<file path="config.mk">
export PLATFORM = sky130hd
export DESIGN_NAME = decode_issue_unit
export DESIGN_NICKNAME = d
export VERILOG_FILES = /design/src/rtl/decode_issue_unit.sv
export SDC_FILE = /design/constraint.sdc
export NUM_CORES = 1
export LEC_CHECK = 0
export ABC_AREA = 1
export BUFFER_PORTS_ARGS = -buffer_cell sky130_fd_sc_hd__buf_4
export CAP_MARGIN = 0
export CORE_ASPECT_RATIO = 0.7
export CORE_MARGIN = 2
export CORE_UTILIZATION = 60
export CTS_CLUSTER_SIZE = 16
export DETAILED_ROUTE_END_ITERATION = 7
export GPL_ROUTABILITY_DRIVEN = 0
export PLACE_DENSITY_LB_ADDON = 0.25
export SETUP_SLACK_MARGIN = 0.2
export SLEW_MARGIN = 15
export SYNTH_ARGS = -nofsm -noshare
export SYNTH_HDL_FRONTEND = slang
export SYNTH_SLANG_ARGS = --single-unit
export TNS_END_PERCENT = 30
</file>
<file path="constraint.sdc">
create_clock -name clk -period 8.4 [get_ports clk]
set_input_delay 1.26 -clock clk [delete_from_list [all_inputs] [get_ports clk]]
set_output_delay 1.26 -clock clk [all_outputs]
set_load 0.005 [all_outputs]
</file>
<file path="src/rtl/decode_issue_unit.sv">
// rtl/decode_issue_unit.sv - decodes a fetch bundle and issues it in hazard-free program-order groups
module decode_issue_unit #(
    parameter int NUM_SLOTS = 2,
    parameter int MEM_PORTS = 1
) (
    input  logic                      clk,
    input  logic                      rst,
    input  logic                      flush,
    input  logic                      in_valid,
    output logic                      in_ready,
    input  logic [NUM_SLOTS-1:0]      in_slot_valid,
    input  logic [32*NUM_SLOTS-1:0]   in_instr,
    output logic                      out_valid,
    input  logic                      out_ready,
    output logic [NUM_SLOTS-1:0]      out_slot_valid,
    output logic [32*NUM_SLOTS-1:0]   out_instr,
    output logic [16*NUM_SLOTS-1:0]   out_ctrl,
    output logic [NUM_SLOTS-1:0]      out_illegal
);

    localparam logic [0:0] IDLE  = 1'b0;
    localparam logic [0:0] ISSUE = 1'b1;

    // Bit positions inside a 16-bit control word.
    localparam int C_BRANCH = 13;
    localparam int C_BRNE   = 12;
    localparam int C_MRD    = 11;
    localparam int C_MWR    = 8;
    localparam int C_RWR    = 7;
    localparam int C_ASRC   = 6;
    localparam int C_JUMP   = 5;
    localparam int C_PCSRC  = 4;

    function automatic logic [16:0] decode_op(input logic [5:0] op, input logic [5:0] fn);
        logic [15:0] c;
        logic        ill;
        c   = '0;
        ill = 1'b0;
        case (op)
            6'h00: begin
                c[15:14] = 2'b01;
                c[C_RWR] = 1'b1;
                case (fn)
                    6'h20: c[3:0] = 4'b0000;
                    6'h22: c[3:0] = 4'b0001;
                    6'h24: c[3:0] = 4'b0010;
                    6'h25: c[3:0] = 4'b0011;
                    6'h2A: c[3:0] = 4'b0100;
                    6'h14: c[3:0] = 4'b0101;
                    6'h27: c[3:0] = 4'b0110;
                    6'h15: c[3:0] = 4'b0111;
                    6'h00: c[3:0] = 4'b1000;
                    6'h02: c[3:0] = 4'b1001;
                    6'h08: begin
                        c[C_PCSRC] = 1'b1;
                        c[C_RWR]   = 1'b0;
                    end
                    default: begin
                        ill      = 1'b1;
                        c[C_RWR] = 1'b0;
                    end
                endcase
            end
            6'h08, 6'h0C, 6'h0D, 6'h16, 6'h0A: begin
                c[C_ASRC] = 1'b1;
                c[C_RWR]  = 1'b1;
                case (op)
                    6'h0C:   c[3:0] = 4'b0010;
                    6'h0D:   c[3:0] = 4'b0011;
                    6'h16:   c[3:0] = 4'b0111;
                    6'h0A:   c[3:0] = 4'b0100;
                    default: c[3:0] = 4'b0000;
                endcase
            end
            6'h23: begin
                c[C_MRD]  = 1'b1;
                c[10:9]   = 2'b01;
                c[C_ASRC] = 1'b1;
                c[C_RWR]  = 1'b1;
            end
            6'h2B: begin
                c[C_MWR]  = 1'b1;
                c[C_ASRC] = 1'b1;
            end
            6'h04, 6'h05: begin
                c[C_BRANCH] = 1'b1;
                c[C_BRNE]   = (op == 6'h05);
                c[3:0]      = 4'b0001;
            end
            6'h02: begin
                c[C_JUMP]  = 1'b1;
                c[C_PCSRC] = 1'b1;
            end
            6'h03: begin
                c[C_JUMP]  = 1'b1;
                c[C_PCSRC] = 1'b1;
                c[C_RWR]   = 1'b1;
                c[15:14]   = 2'b10;
                c[10:9]    = 2'b10;
            end
            default: ill = 1'b1;
        endcase
        return {ill, c};
    endfunction

    logic [0:0]                state;
    logic                      rdy_en;
    logic [NUM_SLOTS-1:0]      pending;
    logic [32*NUM_SLOTS-1:0]   held_instr;

    logic [16*NUM_SLOTS-1:0]   dec_ctrl;
    logic [NUM_SLOTS-1:0]      dec_ill;
    logic [NUM_SLOTS-1:0]      dec_wr;
    logic [NUM_SLOTS-1:0]      dec_rdrt;
    logic [NUM_SLOTS-1:0]      dec_mem;
    logic [NUM_SLOTS-1:0]      dec_cf;
    logic [4:0]                dec_rs  [NUM_SLOTS];
    logic [4:0]                dec_rt  [NUM_SLOTS];
    logic [4:0]                dec_dst [NUM_SLOTS];

    logic [NUM_SLOTS-1:0]      group;
    logic [NUM_SLOTS-1:0]      remaining;
    logic [16*NUM_SLOTS-1:0]   grp_ctrl;
    logic                      out_free;
    logic                      load;
    logic                      accept;

    always_comb begin : decode_comb
        logic [16:0] d;
        logic [5:0]  op;
        d        = '0;
        op       = '0;
        dec_ctrl = '0;
        dec_ill  = '0;
        dec_wr   = '0;
        dec_rdrt = '0;
        dec_mem  = '0;
        dec_cf   = '0;
        for (int i = 0; i < NUM_SLOTS; i++) begin
            op                 = held_instr[32*i+26 +: 6];
            d                  = decode_op(op, held_instr[32*i +: 6]);
            dec_ctrl[16*i +: 16] = d[15:0];
            dec_ill[i]         = d[16];
            dec_rs[i]          = held_instr[32*i+21 +: 5];
            dec_rt[i]          = held_instr[32*i+16 +: 5];
            case (d[15:14])
                2'b01:   dec_dst[i] = held_instr[32*i+11 +: 5];
                2'b10:   dec_dst[i] = 5'd31;
                default: dec_dst[i] = dec_rt[i];
            endcase
            // $0 is hardwired, so writing it never creates a dependency.
            dec_wr[i]   = d[C_RWR] && (dec_dst[i] != 5'd0);
            dec_rdrt[i] = (op == 6'h00) || (op == 6'h2B) || (op == 6'h04) || (op == 6'h05);
            dec_mem[i]  = d[C_MRD] | d[C_MWR];
            dec_cf[i]   = d[C_BRANCH] | d[C_JUMP] | d[C_PCSRC];
        end
    end

    // Grow the group over pending slots in program order; the first hazard closes it.
    always_comb begin : group_comb
        logic [31:0] wmask;
        int          mem_cnt;
        logic        closed;
        logic        cf_seen;
        logic        hazard;
        wmask   = '0;
        mem_cnt = 0;
        closed  = 1'b0;
        cf_seen = 1'b0;
        hazard  = 1'b0;
        group   = '0;
        for (int i = 0; i < NUM_SLOTS; i++) begin
            if (pending[i] && !closed) begin
                hazard = cf_seen
                      || wmask[dec_rs[i]]
                      || (dec_rdrt[i] && wmask[dec_rt[i]])
                      || (dec_wr[i] && wmask[dec_dst[i]])
                      || (dec_mem[i] && (mem_cnt >= MEM_PORTS));
                if (hazard) begin
                    closed = 1'b1;
                end else begin
                    group[i] = 1'b1;
                    if (dec_wr[i]) wmask[dec_dst[i]] = 1'b1;
                    if (dec_mem[i]) mem_cnt = mem_cnt + 1;
                    if (dec_cf[i]) cf_seen = 1'b1;
                end
            end
        end
    end

    always_comb begin
        grp_ctrl = '0;
        for (int i = 0; i < NUM_SLOTS; i++) begin
            grp_ctrl[16*i +: 16] = group[i] ? dec_ctrl[16*i +: 16] : 16'h0000;
        end
    end

    assign remaining = pending & ~group;
    assign out_free  = !out_valid || out_ready;
    assign load      = (state == ISSUE) && out_free && !flush;
    assign in_ready  = rdy_en && !flush
                    && ((state == IDLE) || (out_free && (remaining == '0)));
    assign accept    = in_valid && in_ready;

    always_ff @(posedge clk or negedge rst) begin
        if (!rst) begin
            state          <= IDLE;
            rdy_en         <= 1'b0;
            pending        <= '0;
            held_instr     <= '0;
            out_valid      <= 1'b0;
            out_slot_valid <= '0;
            out_instr      <= '0;
            out_ctrl       <= '0;
            out_illegal    <= '0;
        end else begin
            rdy_en <= 1'b1;
            if (flush) begin
                state          <= IDLE;
                pending        <= '0;
                out_valid      <= 1'b0;
                out_slot_valid <= '0;
                out_ctrl       <= '0;
                out_illegal    <= '0;
            end else begin
                if (load) begin
                    out_valid      <= 1'b1;
                    out_slot_valid <= group;
                    out_instr      <= held_instr;
                    out_ctrl       <= grp_ctrl;
                    out_illegal    <= dec_ill & group;
                end else if (out_ready) begin
                    out_valid <= 1'b0;
                end
                // A new bundle may land in the same edge that issues the last group of the old one.
                if (accept) begin
                    held_instr <= in_instr;
                    pending    <= in_slot_valid;
                    state      <= (|in_slot_valid) ? ISSUE : IDLE;
                end else if (load) begin
                    pending <= remaining;
                    state   <= (|remaining) ? ISSUE : IDLE;
                end
            end
        end
    end

endmodule

</file>
Word-level counts from Yosys, hierarchy flattened. Memories as Yosys holds them, arrays and structs flattened. Index checks and enable logic that the tools add are counted.

Output and inout bits: 102. ROM bits: 96. Memories: 3. Flip-flop bits (word level): 169. Input port bits: 71.

Memory list: (no name shown) (depth 32, width 1, rd ports 1, clocked after memory_dff 0, wr ports 0, line 177) `|| (dec_wr[i] && wmask[dec_dst[i]])`; (no name shown) (depth 32, width 1, rd ports 1, clocked after memory_dff 0, wr ports 0, line 176) `|| (dec_rdrt[i] && wmask[dec_rt[i]])`; (no name shown) (depth 32, width 1, rd ports 1, clocked after memory_dff 0, wr ports 0, line 175) `|| wmask[dec_rs[i]]`.

Bitwise gates (word level): 9. Order comparisons: 8. Reduce and logical (&&, ||, !) cells: 62. Multiplexer cells: 79. Eq/ne operators: 46.

Operators by type and width (number): $mux W32 (5); $eq A6 B6 Y1 const B (16); $pmux W4 S9 (2); $eq A6 B4 Y1 const B (10); $reduce_or A11 Y1 (4); $mux W1 (41); $eq A6 B2 Y1 const B (6); $eq A6 B5 Y1 const B (6); $lt A5 B6 Y1 const B (6); $ge A32 B2 Y1 const B (1); $mux W16 (2); $reduce_or A7 Y1 (4); $eq A6 B3 Y1 const B (4); $logic_not A6 Y1 (4); $pmux W3 S4 (2); $pmux W4 S3 (2); $pmux W5 S2 (2); $reduce_or A10 Y1 (2); $mux W2 (9); $pmux W2 S2 (4); $bmux W1 S5 (3); $logic_and A1 B1 Y1 (15); $logic_or A1 B1 Y1 (14); $pmux W1 S2 (6); 16 further kinds (34).

Depth between registers and ports, before layout. Gate-level depths: netlist (run 1).

Depth in word-level cells: 28. Gate-level depth with buffers: 30. Depth with buffers taken out: 29.

Least setup slack after synthesis (run 1). Ideal clock, no wire load.

Path type: register to output. Start point: register held_instr[59]. End point: output port in_ready. Buffers on the path: 3. Path slack: 4.001 ns. Data required time: 7.140 ns. Arrival: 3.139 ns. Cell stages (with the launch flop): 23. Path through: dfrtp_1 clkbuf_1 nand3_1 nor2_1 inv_1 ha_1 inv_1 nor2_1 a22oi_2 clkinv_1 clkbuf_1 nand3_1 nand3_1 nand3_1 nand3_1 nand2_1 nand2_1 nand2_1 nand3_1 nand2_1 nand2_1 a21boi_1 buf_2.

Longest elaborated chain between the ends: 17.

RTL lines: from (decl) (line 109) `logic [32*NUM_SLOTS-1:0] held_instr;`; from (signal assigned) (line 237) `held_instr <= in_instr;`; $eq A6 B2 Y1 or $logic_not A6 Y1 (tied branches) (line 39, 153); $pmux W2 S2 (line 39) `case (op)`; $eq A2 B2 Y1 or $eq A2 B1 Y1 (tied branches) (line 146) `case (d[15:14])`; $pmux W5 S2 (line 146); $bmux W1 S5 or $reduce_bool A5 Y1 (tied branches) (line 177, 152); $mux W1 (implied by the code) or $logic_and A1 B1 Y1 (tied branches) (line 177, 152); $logic_and A1 B1 Y1 (line 177); $logic_or A1 B1 Y1 (line 177); $logic_or A1 B1 Y1 * (line 178) `|| (dec_mem[i] && (mem_cnt >= MEM_PORTS));`; $mux W1 * (line 179) `if (hazard) begin`; $mux W1 * (line 173) `if (pending[i] && !closed) begin`; $not A2 Y2 * (line 198) `assign remaining = pending & ~group;`; $and A2 B2 Y2 * (line 198); $logic_not A2 Y1 * (line 202) `&& ((state == IDLE) || (out_free && (remaining == '0)));`; $logic_and A1 B1 Y1 * (line 202); $logic_or A1 B1 Y1 * (line 202); $logic_and A1 B1 Y1 * (line 202); to (decl) (line 10) `output logic in_ready,`.

Mark *: on every way between the ends. The rest lies on a longest branch, timed or not. The select of a mux whose other input is x is not followed.

Worst setup path after layout (run 1).
Start point: register held_instr[60]. End point: output port in_ready.

Same word-level chain as after synthesis.

==> results of run 1 <==
## state kept, by name, summed over array words and instances, names as in the netlist
name	cells
state	1
out_instr	64
held_instr	64
out_ctrl	31
pending	2
out_illegal	2
rdy_en	1
out_slot_valid	2
out_valid	1
## through the flow
stage | hold WS (ns) | util (%) | power (mW) | setup WS [ns] | instance area, sq um
after floorplan | 0.4492 | - | 1.455 | 4.001 | 8603
after global placement | 0.4528 | 71.05 | 1.777 | 3.056 | 9921
after detailed placement | 0.4620 | 71.05 | 1.799 | 2.847 | 9921
after CTS | 0.4777 | 75.22 | 2.570 | 2.290 | 10500
after global routing | 0.4967 | 75.22 | 2.710 | 1.700 | 10500
final | 0.4765 | 75.22 | 2.573 | 2.160 | 10500
## cell usage in the layout (no fill, tap or decap), types with 3 or more instances in the layout
| cell | Yosys | final |
|---|---|---|
| o211ai_1 | 6 | 6 |
| a21oi_1 | 27 | 27 |
| dfrtp_1 | 168 | 168 |
| nor4_1 | 5 | 5 |
| nand3b_1 | 4 | 4 |
| nand2_2 | 4 | 4 |
| a22oi_1 | 4 | 4 |
| nor2_1 | 101 | 100 |
| nand2_4 | 3 | 3 |
| a22o_1 | 4 | 4 |
| ha_1 | 3 | 3 |
| nand3_1 | 163 | 163 |
| inv_1 | 84 | 83 |
| buf_4 | 5 | 177 |
| nor2_4 | 4 | 4 |
| nor3_1 | 11 | 11 |
| o21ai_0 | 66 | 66 |
| nand2_1 | 316 | 316 |
| a21oi_2 | 23 | 23 |
| inv_6 | 0 | 5 |
| inv_2 | 2 | 3 |
| nand4_1 | 28 | 28 |
| clkbuf_16 | 0 | 17 |
| clkinv_8 | 0 | 3 |
| o31ai_1 | 3 | 3 |
| inv_8 | 0 | 4 |
## cells in the mapped netlist (all sizes together) (6+ instances only)
cell	instances	area, sq um
a21oi	50	336.6
nand4	28	175.2
nor3	11	55.05
clkbuf	32	123.9
nand3	166	853.3
inv	87	329.1
dfrtp	168	4204
o21ai	66	330.3
nand2	323	1245
nor2	107	450.4
buf	20	150.1
o211ai	6	45.04
## routing by layer
| metal | GRT usage (%) | vias up | routed length (microns) |
|---|---|---|---|
| met3 | 9.430 | 83 | 2739 |
| met1 | 46.31 | 3924 | 10500 |
| met2 | 44.03 | 472 | 9827 |
| met4 | 10.16 | 0 | 636 |
| li1 | - | 3920 | - |
| met5 | 0 | - | 0 |
## cell type report
class                      instances  area share, %
multi-input combinational        794          36.20
sequential                       168          40.03
timing repair buffer             178          12.76
clock inverter                    15          1.489
tap                              190          2.264
inverter                          89          3.205
clock buffer                      17          4.051
## cell families after synthesis
| kind of cell | after synthesis |
|---|---|
| compound gates | 143 |
| buf+inv | 141 |
| other cells | 1 |
| simple gates | 647 |
| flops | 168 |
| fa+ha+maj | 3 |
## worst min-delay path: stages, from the launching register on
cell and delay (ns):
dfrtp_1 0.35, nand2_1 0.05, nand2_1 0.04
## power by group
group | leakage, nW | switching [mW] | internal [mW]
clock network | 0.289 | 0.374 | 0.399
registers | 2.09 | 0.136 | 0.986
logic | 3.04 | 0.374 | 0.304
total | 5.42 | 0.884 | 1.69
## worst max path at each step
stage / from / to / slack (ns) / cells past startpoint
after CTS: held_instr[60]$_DFFE_PN0P_ / in_ready / 2.29 / 24
after global placement: held_instr[63]$_DFFE_PN0P_ / in_ready / 3.06 / 24
after global routing: held_instr[63]$_DFFE_PN0P_ / in_ready / 1.70 / 24
after detailed placement: held_instr[60]$_DFFE_PN0P_ / in_ready / 2.85 / 24
final: held_instr[60]$_DFFE_PN0P_ / in_ready / 2.16 / 22
after floorplan: held_instr[59]$_DFFE_PN0P_ / in_ready / 4.00 / 22
==> results.py, run 1 <==
metrics = {
    "setup_path": {
        "cp_num_buf_inv": 5,
        "path_max_fanout": 29,
        "cp_slowest_stage_delay_ns": 0.63,
        "r2r_cells": 24,
        "start_kind": "register",
        "required_ns": 7.14,
        "cp_cell_sequence": "nor2_1, nand3_1, nor2_1, inv_1, ha_1, inv_1, nor2_1, a22oi_2, clkinv_1, nand4_1, nand3_1, nand3_1, nand4_1, nand2_1, nor2_1, nand2_1, nand3_1, nand2_1, nand2_1, a21boi_2, buf_4, buf_4",
        "r2r_start": "held_instr[60]$_DFFE_PN0P_",
        "cpLargestDelayFamily": "simple AND/OR/NAND/NOR gates",
        "cpMaxStageDelayCell": "clkinv_1",
        "worstPathArrival_ns": 4.98,
        "worstSetupPathType": "reg2out",
        "crit_path_end_kind": "output pin",
        "worst_r2r_endpoint": "held_instr[62]$_DFFE_PN0P_",
        "r2r_slack_ns": 2.69,
    },
    "sta": {
        "finalCritPeriodShare_pct": 74.28,
        "max_clock_freq_mhz": 160.3,
        "setup_viol": 0,
        "hold_viol": 0,
        "fin_setup_tns_ns": 0,
        "maxSlewViolCount": 0,
        "maxSlewHeadroom_pct": 35.17,
        "period_minus_slack_ns": 6.240,
        "fin_skew_ns": 0.01122,
        "rsz0062_at_grt": "false",
        "tightest_slew_ns": 0.9724,
    },
    "status": {
        "status": "finished, violations left",
        "violations": "DRC",
    },
    "power_and_ir_drop": {
        "p_leak_nw": 5.417,
        "ir_drop_mv": 0.1728,
        "cellPowerDensity_nw_per_um2": 244.9,
    },
    "place": {
        "dp.cells": 1419,
        "dp_hpwl_mm": 16.18,
        "port_buffers": 172,
    },
    "synthesis": {
        "ys_async_sr_fraction_pct": 100.0,
        "synthXorXnorAreaFrac_pct": 0,
        "synth-simple-area-share_pct": 33.23,
        "synth_cell_type_count": 44,
        "ys_seq_area_share_pct": 48.87,
        "netlist_area_sq_um": 8603,
        "synthCells": 1103,
        "synth_ff_type": "dfrtp_1",
        "synth_mux_area_share_pct": 0,
        "synth-seq-cells": 168,
        "synth-edff-count": 0,
        "synth_top_family_by_area": "simple AND/OR/NAND/NOR gates",
        "avgSynthCellArea_sq_um": 7.800,
        "ys.warnings.count": 0,
        "syn_nets": 1177,
        "synth-adder-area-share_pct": 0.4363,
        "synth_compound_area_share_pct": 10.33,
    },
    "layout": {
        "final_cells": 1451,
        "multi_input_area_sq_um": 3802,
        "final_nets": 1322,
        "drive_above_1_share_pct": 20.46,
        "n_antenna_cell": 0,
        "seqCellArea_sq_um": 4204,
        "fillCellCount": 1095,
        "areaGrowthSynthToFinish_pct": 22.08,
    },
    "clocking": {
        "h-tree-depth": 4,
        "clkTransAtPathRegs_ns": 0.07,
        "post-cts-setup-buffers": 0,
        "numCtsBuffers": 17,
        "tritoncts": "yes",
        "clockBufferDepth": 2,
        "ctsRootBufferMaster": "clkbuf_16",
        "cts-resized-gates": 0,
        "cts_hold_buffers": 0,
        "clk_latency_ns": 0.42,
        "cts_sinks": 168,
    },
    "grt": {
        "grt_pass1_vias": 7651,
        "groute.usage.overall_pct": 31.24,
        "grt_pass1_wl_mm": 38.62,
        "gr-total-overflow": 0,
        "antenna_found_initial": 0,
        "grt_max_degree": 102,
    },
    "die": {
        "dieArea_sq_um": 15330,
        "die_x_microns": 147.1,
        "die_h_microns": 104.2,
        "io_pins": 173,
        "fp-row-count": 36,
        "initial_core_util_pct": 61.61,
        "core_area_sq_um": 13960,
    },
    "hold_path": {
        "worst_hold_path_type": "reg2reg",
        "min_to": "out_instr[39]$_DFFE_PN0P_",
        "min_path_cells": 2,
        "hold_start": "out_instr[39]$_DFFE_PN0P_",
    },
    "job": {
        "cap_violations": 0,
    },
    "detailed_routing": {
        "detail_route.wl_per_cell_microns": 16.34,
        "wirelength_mm": 23.71,
        "drtPass1Iterations": 8,
        "num_vias": 8399,
        "drt_iter0_drc": 951,
        "drt_drc_violations_left": 7,
        "drt.antenna.violating_nets": 0,
        "vias_per_cell": 5.788,
    },
}
Power figures use the tool's default switching activity.
==> run 2: changes to the inputs <==
--- a/config.mk
+++ b/config.mk
@@ -10,7 +10,7 @@
 export CAP_MARGIN = 0
 export CORE_ASPECT_RATIO = 0.7
 export CORE_MARGIN = 2
-export CORE_UTILIZATION = 60
+export CORE_UTILIZATION = 50
 export CTS_CLUSTER_SIZE = 16
 export DETAILED_ROUTE_END_ITERATION = 7
 export GPL_ROUTABILITY_DRIVEN = 0
==> constraint.sdc (replaced) <==
create_clock -name clk -period 5.53 [get_ports clk]
set_input_delay 0.8295 -clock clk [delete_from_list [all_inputs] [get_ports clk]]
set_output_delay 0.8295 -clock clk [all_outputs]
set_load 0.005 [all_outputs]
==> results.py, run 2 (synthesis gave the netlist of run 1 again) <==
metrics = {
    "die": {
        "die_x_microns": 160.8,
        "die_h_microns": 113.7,
        "io_pins": 173,
        "fp-row-count": 40,
        "dieArea_sq_um": 18290,
        "core_area_sq_um": 17020,
        "initial_core_util_pct": 50.56,
    },
    "sta": {
        "hold_viol": 0,
        "setup_viol": 0,
        "tightest_slew_ns": 0.9654,
        "rsz0062_at_grt": "false",
        "period_minus_slack_ns": 4.944,
        "finalCritPeriodShare_pct": 89.41,
        "maxSlewHeadroom_pct": 35.64,
        "maxSlewViolCount": 0,
        "fin_setup_tns_ns": 0,
        "fin_skew_ns": 0.01160,
        "max_clock_freq_mhz": 202.3,
    },
    "setup_path": {
        "cp_common_cell": "nand2_1",
        "cpLargestDelayFamily": "simple AND/OR/NAND/NOR gates",
        "cp_num_buf_inv": 5,
        "start_kind": "register",
        "path_max_fanout": 18,
        "crit_path_end_kind": "output pin",
        "cpMaxStageDelayCell": "dfrtp_1",
        "cp_slowest_stage_delay_ns": 0.57,
        "required_ns": 4.70,
        "cp_cell_sequence": "nand3_1, nor2_1, inv_1, ha_1, inv_1, nor2_1, a22oi_2, clkinv_2, nand4_1, nand3_1, nand3_1, nand2_1, inv_1, nand2_1, nand2_1, nand2_1, nand2_1, nand3_1, nand2_1, nand2_1, a21boi_2, buf_4",
        "worstSetupPathType": "reg2out",
        "worstPathArrival_ns": 4.11,
    },
    "layout": {
        "top_regs": "held_instr: 64 flops, out_instr: 64 flops, out_ctrl: 31 flops",
        "drive_above_1_share_pct": 21.04,
        "n_antenna_cell": 0,
        "fin_util_pct": 62.51,
        "layout_commonest_cell": "nand2_1",
        "mostFrequentLayoutCells": "nand2_1 (316), buf_4 (184), dfrtp_1 (168), nand3_1 (163), nor2_1 (100)",
        "areaGrowthSynthToFinish_pct": 23.65,
        "final_nets": 1330,
    },
    "clocking": {
        "clk_latency_ns": 0.43,
        "numCtsBuffers": 17,
        "ctsRootBufferMaster": "clkbuf_16",
        "cts_sinks": 168,
        "clockBufferDepth": 2,
        "cts_hold_buffers": 0,
        "clkTransAtPathRegs_ns": 0.07,
        "tritoncts": "yes",
        "h-tree-depth": 4,
    },
    "power_and_ir_drop": {
        "ir_drop_mv": 0.2179,
        "seqPwrFrac_pct": 43.5,
        "power.share.switching_pct": 33.45,
        "cellPowerDensity_nw_per_um2": 368.8,
        "pwr-share-comb_pct": 26.3,
        "p_leak_nw": 5.454,
        "intPower_mw": 2.611,
        "power.total_mw": 3.923,
        "p_switching_mw": 1.312,
        "power.share.clock_pct": 30.2,
    },
    "detailed_routing": {
        "detail_route.wl_per_cell_microns": 15.90,
        "drt_drc_violations_left": 0,
        "wirelength_mm": 23.85,
        "drt_iter0_drc": 789,
        "vias_per_cell": 5.436,
        "num_vias": 8154,
        "drtPass1Iterations": 6,
        "drt.antenna.violating_nets": 0,
    },
    "place": {
        "dp_hpwl_mm": 16.83,
        "port_buffers": 172,
    },
    "grt": {
        "grt_max_degree": 103,
        "grt_pass1_vias": 7558,
        "grt_pass1_wl_mm": 38.92,
        "groute.usage.overall_pct": 26.78,
        "antenna_found_initial": 0,
        "gr-total-overflow": 0,
    },
    "job": {
        "cap_violations": 0,
    },
    "status": {
        "status": "completed",
    },
    "hold_path": {
        "worst_hold_path_type": "in2async",
    },
}
==> run 2: per-stage QoR <==
step | area, sq um | hold WS (ns) | std cells | worst slack [ns]
floorplan | 8603 | 0.4492 | 1103 | 1.561
global placement | 10020 | 0.4553 | 1465 | 0.8104
detailed placement | 10020 | 0.4628 | 1465 | 0.6365
CTS | 10610 | 0.4630 | 1497 | 0.4264
global route | 10640 | 0.4939 | 1500 | 0.3003
finish | 10640 | 0.4385 | 1500 | 0.5857
==> run 2: power by group through the flow <==
stage | Sequential, mW | Combinational (mW) | Clock, mW
final | 1.71 | 1.03 | 1.19
after global routing | 1.74 | 1.16 | 1.27
after CTS | 1.70 | 1.03 | 1.20
after detailed placement | 1.72 | 1.02 | 0
after global placement | 1.71 | 1.00 | 0
after floorplan | 1.68 | 0.529 | 0
==> run 2: cell type report <==
class | instances | area, sq um
repair buffers | 186 | 1413
fillers | 1549 | 6379
flip-flops and latches | 168 | 4204
clock inverters | 14 | 157.7
inverters | 89 | 337.8
well taps | 231 | 289.0
multi-input cells | 794 | 3807
clock buffers | 18 | 429.2
==> run 2: timing repair <==
action,in CTS,in global routing
setup buffers,0,3
resized for setup,1,1
pin swaps,0,1
setup endpoints to repair,1,1
cloned,0,0
==> run 2: final timing paths <==
check | slack (ns) | depth (start not counted) | from | end
min in group clk | 0.48 | 2 | out_instr[54]$_DFFE_PN0P_ | out_instr[54]$_DFFE_PN0P_
worst max register to register | 0.98 | 25 | held_instr[59]$_DFFE_PN0P_ | held_instr[35]$_DFFE_PN0P_
worst min register to register | 0.48 | 2 | out_instr[54]$_DFFE_PN0P_ | out_instr[54]$_DFFE_PN0P_
max in group asynchronous | 3.97 | 2 | rst | out_instr[48]$_DFFE_PN0P_
worst min-delay path | 0.44 | 1 | rst | out_ctrl[5]$_DFFE_PN0P_
worst max-delay path | 0.59 | 22 | held_instr[59]$_DFFE_PN0P_ | in_ready
==> run 2: routing by layer <==
layer | vias to the layer above | share of wire, % | GRT usage, %
met5 | - | 0 | 0
met4 | 0 | 0.93 | 6.369
met3 | 22 | 11 | 9.055
met2 | 360 | 42 | 38.39
met1 | 3823 | 47 | 39.42
li1 | 3949 | - | -
